--- config.mk ---
export PLATFORM = sky130hd
export DESIGN_NAME = fixed_series_postscale
export DESIGN_NICKNAME = d
export VERILOG_FILES = /design/src/rtl/fixed_series_pkg.sv /design/src/rtl/fixed_round_shift_sat.sv /design/src/rtl/fixed_series_postscale.sv
export SDC_FILE = /design/constraint.sdc
export NUM_CORES = 1
export LEC_CHECK = 0
export ABC_AREA = 1
export BUFFER_PORTS_ARGS = -buffer_cell sky130_fd_sc_hd__buf_4
export CAP_MARGIN = 20
export CELL_PAD_IN_SITES_DETAIL_PLACEMENT = 0
export CELL_PAD_IN_SITES_GLOBAL_PLACEMENT = 1
export CORE_ASPECT_RATIO = 0.7
export CORE_UTILIZATION = 47
export DETAILED_ROUTE_END_ITERATION = 8
export GPL_ROUTABILITY_DRIVEN = 1
export GPL_TIMING_DRIVEN = 1
export HOLD_SLACK_MARGIN = 0.12
export PLACE_DENSITY = 0.95
export SLEW_MARGIN = 0
export SYNTH_ARGS = -nofsm -noshare
export SYNTH_HDL_FRONTEND = slang
export SYNTH_HIERARCHICAL = 1
export SYNTH_SLANG_ARGS = --single-unit
--- constraint.sdc ---
create_clock -name clk -period 10.55 [get_ports clk]
set_input_delay 1.055 -clock clk [delete_from_list [all_inputs] [get_ports clk]]
set_output_delay 1.055 -clock clk [all_outputs]
set_load 0.005 [all_outputs]
--- src/rtl/fixed_series_pkg.sv ---
// Shared widths, helpers and payload types for the fixed-point series datapath.
package fixed_series_pkg;

  localparam int DEF_OUT_W   = 8;
  localparam int DEF_IN_W    = 29;
  localparam int DEF_SHIFT_W = 6;

  // Two extra bits keep ALIGN_SHIFT - shift from overflowing for any exponent.
  function automatic int k_width(input int shift_w);
    return shift_w + 2;
  endfunction

  localparam int DEF_K_W = k_width(DEF_SHIFT_W);

  typedef struct packed {
    logic [DEF_IN_W-1:0]        data;
    logic signed [DEF_K_W-1:0]  k;
  } s1_payload_t;

endpackage

--- src/rtl/fixed_round_shift_sat.sv ---
// Combinational power-of-two scaler: round-half-up right shift or left shift,
// followed by saturation to OUT_W bits.
module fixed_round_shift_sat #(
  parameter int IN_W  = 29,
  parameter int OUT_W = 8,
  parameter int K_W   = 8
) (
  input  logic [IN_W-1:0]       data_in,
  input  logic signed [K_W-1:0] k_in,
  output logic [OUT_W-1:0]      data_out,
  output logic                  sat_out
);

  localparam int LS_W = IN_W + OUT_W;

  // Returns {sat, value}; k > 0 shifts right with rounding, k < 0 shifts left.
  function automatic logic [OUT_W:0] round_shift_sat(input logic [IN_W-1:0] d,
                                                     input logic signed [K_W-1:0] k);
    logic [IN_W:0]   sum;
    logic [IN_W:0]   rs;
    logic [LS_W-1:0] ls;
    logic            sat;
    int              sh;
    sum = '0;
    rs  = '0;
    ls  = '0;
    sat = 1'b0;
    sh  = int'(k);
    if (sh > IN_W) begin
      return '0;
    end else if (sh > 0) begin
      // One extra bit holds the rounding carry.
      sum = {1'b0, d} + ((IN_W+1)'(1) << (sh - 1));
      rs  = sum >> sh;
      sat = (rs[IN_W:OUT_W] != '0);
      return sat ? {1'b1, {OUT_W{1'b1}}} : {1'b0, rs[OUT_W-1:0]};
    end else if (sh == 0) begin
      rs  = {1'b0, d};
      sat = (rs[IN_W:OUT_W] != '0);
      return sat ? {1'b1, {OUT_W{1'b1}}} : {1'b0, rs[OUT_W-1:0]};
    end else begin
      sh = -sh;
      // Any nonzero input shifted by OUT_W or more is out of range.
      if (sh >= OUT_W) begin
        sat = (d != '0);
        return sat ? {1'b1, {OUT_W{1'b1}}} : '0;
      end
      ls  = LS_W'(d) << sh;
      sat = (ls[LS_W-1:OUT_W] != '0);
      return sat ? {1'b1, {OUT_W{1'b1}}} : {1'b0, ls[OUT_W-1:0]};
    end
  endfunction

  logic [OUT_W:0] res;

  assign res      = round_shift_sat(data_in, k_in);
  assign data_out = res[OUT_W-1:0];
  assign sat_out  = res[OUT_W];

endmodule

--- src/rtl/fixed_series_postscale.sv ---
// Streaming post-scaler: 2-stage valid/ready pipeline that applies an
// exponent-driven shift, round-half-up and saturation to the series result.
module fixed_series_postscale
  import fixed_series_pkg::*;
#(
  parameter int DATA_IN_0_PRECISION_0  = DEF_IN_W,
  parameter int DATA_OUT_0_PRECISION_0 = DEF_OUT_W,
  parameter int SHIFT_PRECISION_0      = DEF_SHIFT_W,
  parameter int ALIGN_SHIFT            = DATA_IN_0_PRECISION_0 - DATA_OUT_0_PRECISION_0
) (
  input  logic                              clk,
  input  logic                              rst,
  input  logic [DATA_IN_0_PRECISION_0-1:0]  data_in_0,
  input  logic [SHIFT_PRECISION_0-1:0]      shift_in_0,
  input  logic                              data_in_0_valid,
  output logic                              data_in_0_ready,
  output logic [DATA_OUT_0_PRECISION_0-1:0] data_out_0,
  output logic                              sat_out_0,
  output logic                              data_out_0_valid,
  input  logic                              data_out_0_ready
);

  localparam int IN_W  = DATA_IN_0_PRECISION_0;
  localparam int OUT_W = DATA_OUT_0_PRECISION_0;
  localparam int K_W   = k_width(SHIFT_PRECISION_0);

  typedef struct packed {
    logic [IN_W-1:0]        data;
    logic signed [K_W-1:0]  k;
  } p1_t;

  logic signed [SHIFT_PRECISION_0-1:0] shift_s;
  logic signed [K_W-1:0]               k_in;
  logic                                s2_ready;

  p1_t              pay_p1;
  logic             vld_p1;
  logic [OUT_W-1:0] data_p2;
  logic             sat_p2;
  logic             vld_p2;
  logic [OUT_W-1:0] res_data;
  logic             res_sat;

  assign shift_s = $signed(shift_in_0);
  assign k_in    = $signed(K_W'(ALIGN_SHIFT)) - K_W'(shift_s);

  assign s2_ready        = !vld_p2 || data_out_0_ready;
  assign data_in_0_ready = !vld_p1 || s2_ready;

  // Stage 1: capture input value and effective shift
  always_ff @(posedge clk) begin
    if (data_in_0_valid && data_in_0_ready) begin
      pay_p1.data <= data_in_0;
      pay_p1.k    <= k_in;
    end
  end

  always_ff @(posedge clk or posedge rst) begin
    if (rst) begin
      vld_p1 <= 1'b0;
    end else if (data_in_0_ready) begin
      vld_p1 <= data_in_0_valid;
    end
  end

  // Stage 2: round, shift, saturate and register the output beat
  fixed_round_shift_sat #(
    .IN_W  (IN_W),
    .OUT_W (OUT_W),
    .K_W   (K_W)
  ) u_rss (
    .data_in  (pay_p1.data),
    .k_in     (pay_p1.k),
    .data_out (res_data),
    .sat_out  (res_sat)
  );

  always_ff @(posedge clk or posedge rst) begin
    if (rst) begin
      vld_p2  <= 1'b0;
      data_p2 <= '0;
      sat_p2  <= 1'b0;
    end else if (s2_ready) begin
      vld_p2 <= vld_p1;
      if (vld_p1) begin
        data_p2 <= res_data;
        sat_p2  <= res_sat;
      end
    end
  end

  assign data_out_0       = data_p2;
  assign sat_out_0        = sat_p2;
  assign data_out_0_valid = vld_p2;

endmodule

### Word level (Yosys, flattened, before mapping)

Cells that the tools add are included.

| storage, ports and cells | value |
|---|---|
| register bits after elaboration | 47 |
| output and inout port bits | 11 |
| logic and storage cells | 40 |

| cells by class | value |
|---|---|
| add/subtract/negate cells | 4 |
| order comparisons | 3 |
| shift operators | 3 |
| muxes and demuxes | 13 |
| reductions and logical operators | 11 |

Operators with widths:

| kind | count |
|---|---|
| 2-to-1 mux 9 bit | 9 |
| nonzero test 29 bit | 2 |
| << shifter 29 x 32 -> 37 bit | 1 |
| greater-or-equal comparator 32 x 5 -> 1 bit (second input constant) | 1 |
| logical NOT 32 bit | 1 |
| negation 7 -> 32 bit | 1 |
| << shifter 1 x 32 -> 30 bit (first input constant) | 1 |
| >> shifter 30 x 32 -> 30 bit | 1 |
| adder 29 x 30 -> 30 bit | 1 |
| nonzero test 22 bit | 1 |
| nonzero test 21 bit | 1 |
| subtractor 7 x 2 -> 8 bit (second input constant) | 1 |
| greater-than comparator 7 x 1 -> 1 bit (second input constant) | 1 |
| greater-than comparator 7 x 6 -> 1 bit (second input constant) | 1 |
| subtractor 6 x 6 -> 7 bit (first input constant) | 1 |
| 2-to-1 mux 1 bit | 4 |
| logical NOT 1 bit | 2 |
| logical OR 1 bit | 2 |
| AND reduction 2 bit | 1 |
| logical AND 1 bit | 1 |

### Logic depth before layout (Yosys ltp)

| logic depth | value |
|---|---|
| depth in word-level cells | 10 |
| mapped depth | 43 |
| depth with buffers taken out | 39 |

### Cells and area by module

The synthesis kept the hierarchy.

Modules (own cells, without submodules):

| module | instances | cells each | area each (um^2) | sequential area each (um^2) |
|---|---|---|---|---|
| fixed_round_shift_sat | 1 | 1,400 | 6,752.7 | 0.0 |
| fixed_series_postscale | 1 | 103 | 1,624.1 | 1,356.3 |

### Least setup slack after synthesis

No wires, ideal clock.

| timing | value |
|---|---|
| path type | register -> register |
| start | register pay_p1[0] (netlist name) |
| end | register data_p2[0], in the netlist data_out_0[0] |
| library setup time | 0.116 ns |
| arrival time | 5.307 ns |
| data required time | 10.434 ns |
| setup slack | 5.126 ns |
| stages on the path, launching flop included | 42 |
| buffers on the path | 4 |
| clock period less this slack | 5.424 ns |
| cell sequence | edfxtp_1 > inv_2 > buf_2 > clkbuf_1 > clkbuf_1 > buf_2 > ha_1 > nand2_2 > o21ai_1 > nand2_1 > nor2_4 > nand2_1 > nor2_1 > nand3_1 > nor2_1 > ha_1 > inv_1 > fa_1 > [... 6 more ...] > nand2_1 > nand2_1 > nand3_1 > nand2_1 > nand2_1 > nand2_1 > nand2_1 > nand2_1 > o21ai_0 > nand4_1 > nand2_1 > nand3_1 > nand2_1 > nand4_4 > nor2_1 > nor2_2 > nand3_1 > nand2_1 |

| on the way | value |
|---|---|
| longest elaborated chain between the ends | 10 |
| elaborated cells on any way between the ends | 22 |

RTL lines:

| element | RTL line | text |
|---|---|---|
| start: declaration | fixed_series_postscale.sv:36 | `p1_t pay_p1;` |
| parallel branches: the longest is 9 deep, another holds adder 29 x 30 -> 30 bit | n/a |  |
| 2-to-1 mux 9 bit (*) | fixed_round_shift_sat.sv:29 | `if (sh > IN_W) begin` |
| via res_data[0] | fixed_series_postscale.sv:41 | `logic [OUT_W-1:0] res_data;` |
| end signal: assignment | fixed_series_postscale.sv:86 | `data_p2 <= res_data;` |
| end: declaration | fixed_series_postscale.sv:38 | `logic [OUT_W-1:0] data_p2;` |

Mark *: on every way through the listed nets, which the timed path passes. The select of a mux whose other input is x is not followed.
A chain may end at the register's enable or synchronous reset.

### Worst setup path after layout

| timing | value |
|---|---|
| start | register pay_p1[0] (netlist name) |
| end | register data_p2[3], in the netlist data_out_0[3] |

The elaborated chain is that of the path after synthesis.

==> run summary <==
status - finished, final reports clean
first-pass GRT wire length - 46300 microns
Tcrit/Tclk final - 69.6%
crit-path max FO - 68
most instantiated cells after synthesis - 549 x nand2_1, 227 x nand3_1, 134 x inv_1
Starting Density - 48.4%
Final min period - 7.34 ns
critical path startpoint - pay_p1[0]
# DRC - 0
FF-to-FF Start - pay_p1[0]
most frequent CP cell - nand2_1
Crit path largest cell delay - 0.58 ns
Setup WS pre-CTS - 3.53 ns
# rows - 40
Clock transition at path regs - 0.07 ns
number of port buffers - 49
Synth top area share - 24.6%
post-route setup slack - 3.21 ns
power per cell area - 96.1 mW/mm^2
HP Class - flop to flop
Root Buffer - clkbuf_16
total core area - 0.0173 sq mm
detailed-placement wirelength estimate - 23100 microns
post-CTS sizing - 0
Post-Syn Instances - 1503
share of cells above drive strength 1 - 9.02%
Syn Nets - 1586
worst clock skew - 0.00744 ns
Syn Area/Cell - 5.57 sq um
fin. max-slew vios - 0
Wirelength per Cell - 16.7 microns
CP arrival - 7.53 ns
TNS Setup - 0 ns
Worst Hold Slack - 0.478 ns
cell area after placement - 0.00880 sq mm
GRT Resource Usage Total - 32.1%
Die W - 162 microns
largest net degree at the start of global routing - 69
count leader, synth - nand2_1
cell area after synthesis - 0.00838 sq mm
Async S/R FF share, synth - 23.4%
ranking of synthesized cells by area - nand2_1 25%, nand3_1 14%, edfxtp_1 13%
clock buffer depth - 2
CP max stage cell - buf_4
Final Hold Vio Count - 0
vias in the first global route - 8618
Hold Path Origin - data_out_0[1]
largest area contributor in the netlist - nand2_1
DR vias - 10100
CTS tree - done
total CTS buffers - 5
kind of end point of the critical path - flop
ant diodes - 0
Synth Flop Type - edfxtp_1
grt ovf - 0
die area - 0.0184 sq mm
first drt pass iteration count - 6
max-cap viol count - 0
placed insts - 1730
worst rel slew slack - 30.9%
initial antenna violation count - 1
final wirelength - 29100 microns
Post-synth EDFFs - 36
RSZ-0062 raised after global routing - false
clk sinks - 47
Syn. warnings - 6
worst slew pin tran - 1.04 ns
Crit path required time - 10.74 ns
post-route cell area - 0.00896 sq mm
GP Congestion - 1.01
# IOs - 50
#FFs+latches synth - 47
Peak VDD IR - 81.2 uV
sequential share of the synthesized area - 16.2%
Setup Fix Bufs, Post-CTS - 0
vias per inst - 5.84
Crit Path Category - flop to flop
post-synth cell types - 50
Area growth syn-to-layout - 6.99%
Final ANT Viol Nets - 0
Finished Layout Cells - 1738
Post-CTS Hold Buffers - 0
Setup crit start kind - flop
height of the die - 114 microns
Final nets - 1589
H-tree depth - 2
Tot Pwr - 862 uW
clk_lat worst skew - 0.30 ns
leakage - 4.64 nW
f_max - 136 MHz
setup violation total in the final timing report - 0
Finished Core Util - 51.8%
DRT iter0 DRCs - 1607
per-layer routing:
| metal | wire (microns) | vias up | GRT usage (%) | part of all wire, % |
|---|---|---|---|---|
| li1 | - | 4995 | - | - |
| met1 | 13900 | 4582 | 49.8 | 48 |
| met2 | 10900 | 543 | 42.8 | 37 |
| met3 | 3960 | 26 | 9.89 | 14 |
| met4 | 278 | 2 | 5.41 | 0.96 |
| met5 | 13 | - | 0 | 0.045 |
area by class of cell:
type,instances,area (sq um)
Timing Repair Buffer,61,458
Multi-Input combinational cell,1246,6150
Sequential cell,47,1360
Clock buffer,6,150
Clock inverter,2,13.8
Tap cell,231,289
Inverter,145,544
Fill cell,1896,8350
path summary, 6_finish.rpt:
path,end,slack (ns),cells after the start
setup / recovery,data_out_0[3],3.21,35
hold / removal,data_out_0[1],0.48,2
setup reg to reg,data_out_0[3],3.21,35
hold reg to reg,data_out_0[1],0.48,2
max in group asynchronous,data_out_0[0],9.51,2
min in group asynchronous,sat_out_0,0.74,2
cells in the final DEF (no fill, tap or decap), types with 3 or more instances in the layout:
master,netlist,routed
nand2_1,549,549
nand3_1,227,227
inv_1,134,134
nor2_1,125,125
nand4_1,71,71
buf_4,3,61
o21ai_0,51,51
a21oi_1,47,47
ha_1,43,43
edfxtp_1,36,36
or2_2,15,15
nor2_2,15,14
nor3_1,14,14
dfrtp_1,11,11
nand3_2,9,9
nand2_2,8,8
nor4_1,8,8
a21o_1,8,8
o211ai_1,8,8
inv_2,6,6
clkbuf_16,0,6
nand3b_1,5,5
nor2_4,4,5
clkinv_1,5,5
o21ai_1,5,5
o21bai_1,4,4
nand2_4,3,3
o22ai_1,3,3
logic make-up after synthesis:
family	synth area share, %
muxes	0.239
DFF	16.2
adders and majority gates	6.66
xor gates and xnor gates	0.403
buffers and inverters	10.4
and+or+nand+nor	57.1
AOI/OAI and AO/OA	8.93
power by group:
group	total [mW]	internal, mW	leakage [nW]	switching, mW
Combinational	0.424	0.137	4.07	0.286
Clock	0.180	0.103	0.0820	0.0776
Sequential	0.258	0.227	0.485	0.0313
registers in the layout, summed over array words and instances (netlist names):
signal and flops:
data_out_0_valid 1, data_out_0 8, vld_p1 1, pay_p1 36, sat_out_0 1
critical path: cells and delay by family, from the launching register on:
kind            cells  cell delay (ns)
simple gates       23             3.02
buf+inv             7             2.23
fa+ha+maj           3             1.09
compound gates      2             0.52
flops               1             0.33
Power figures use the tool's default switching activity.
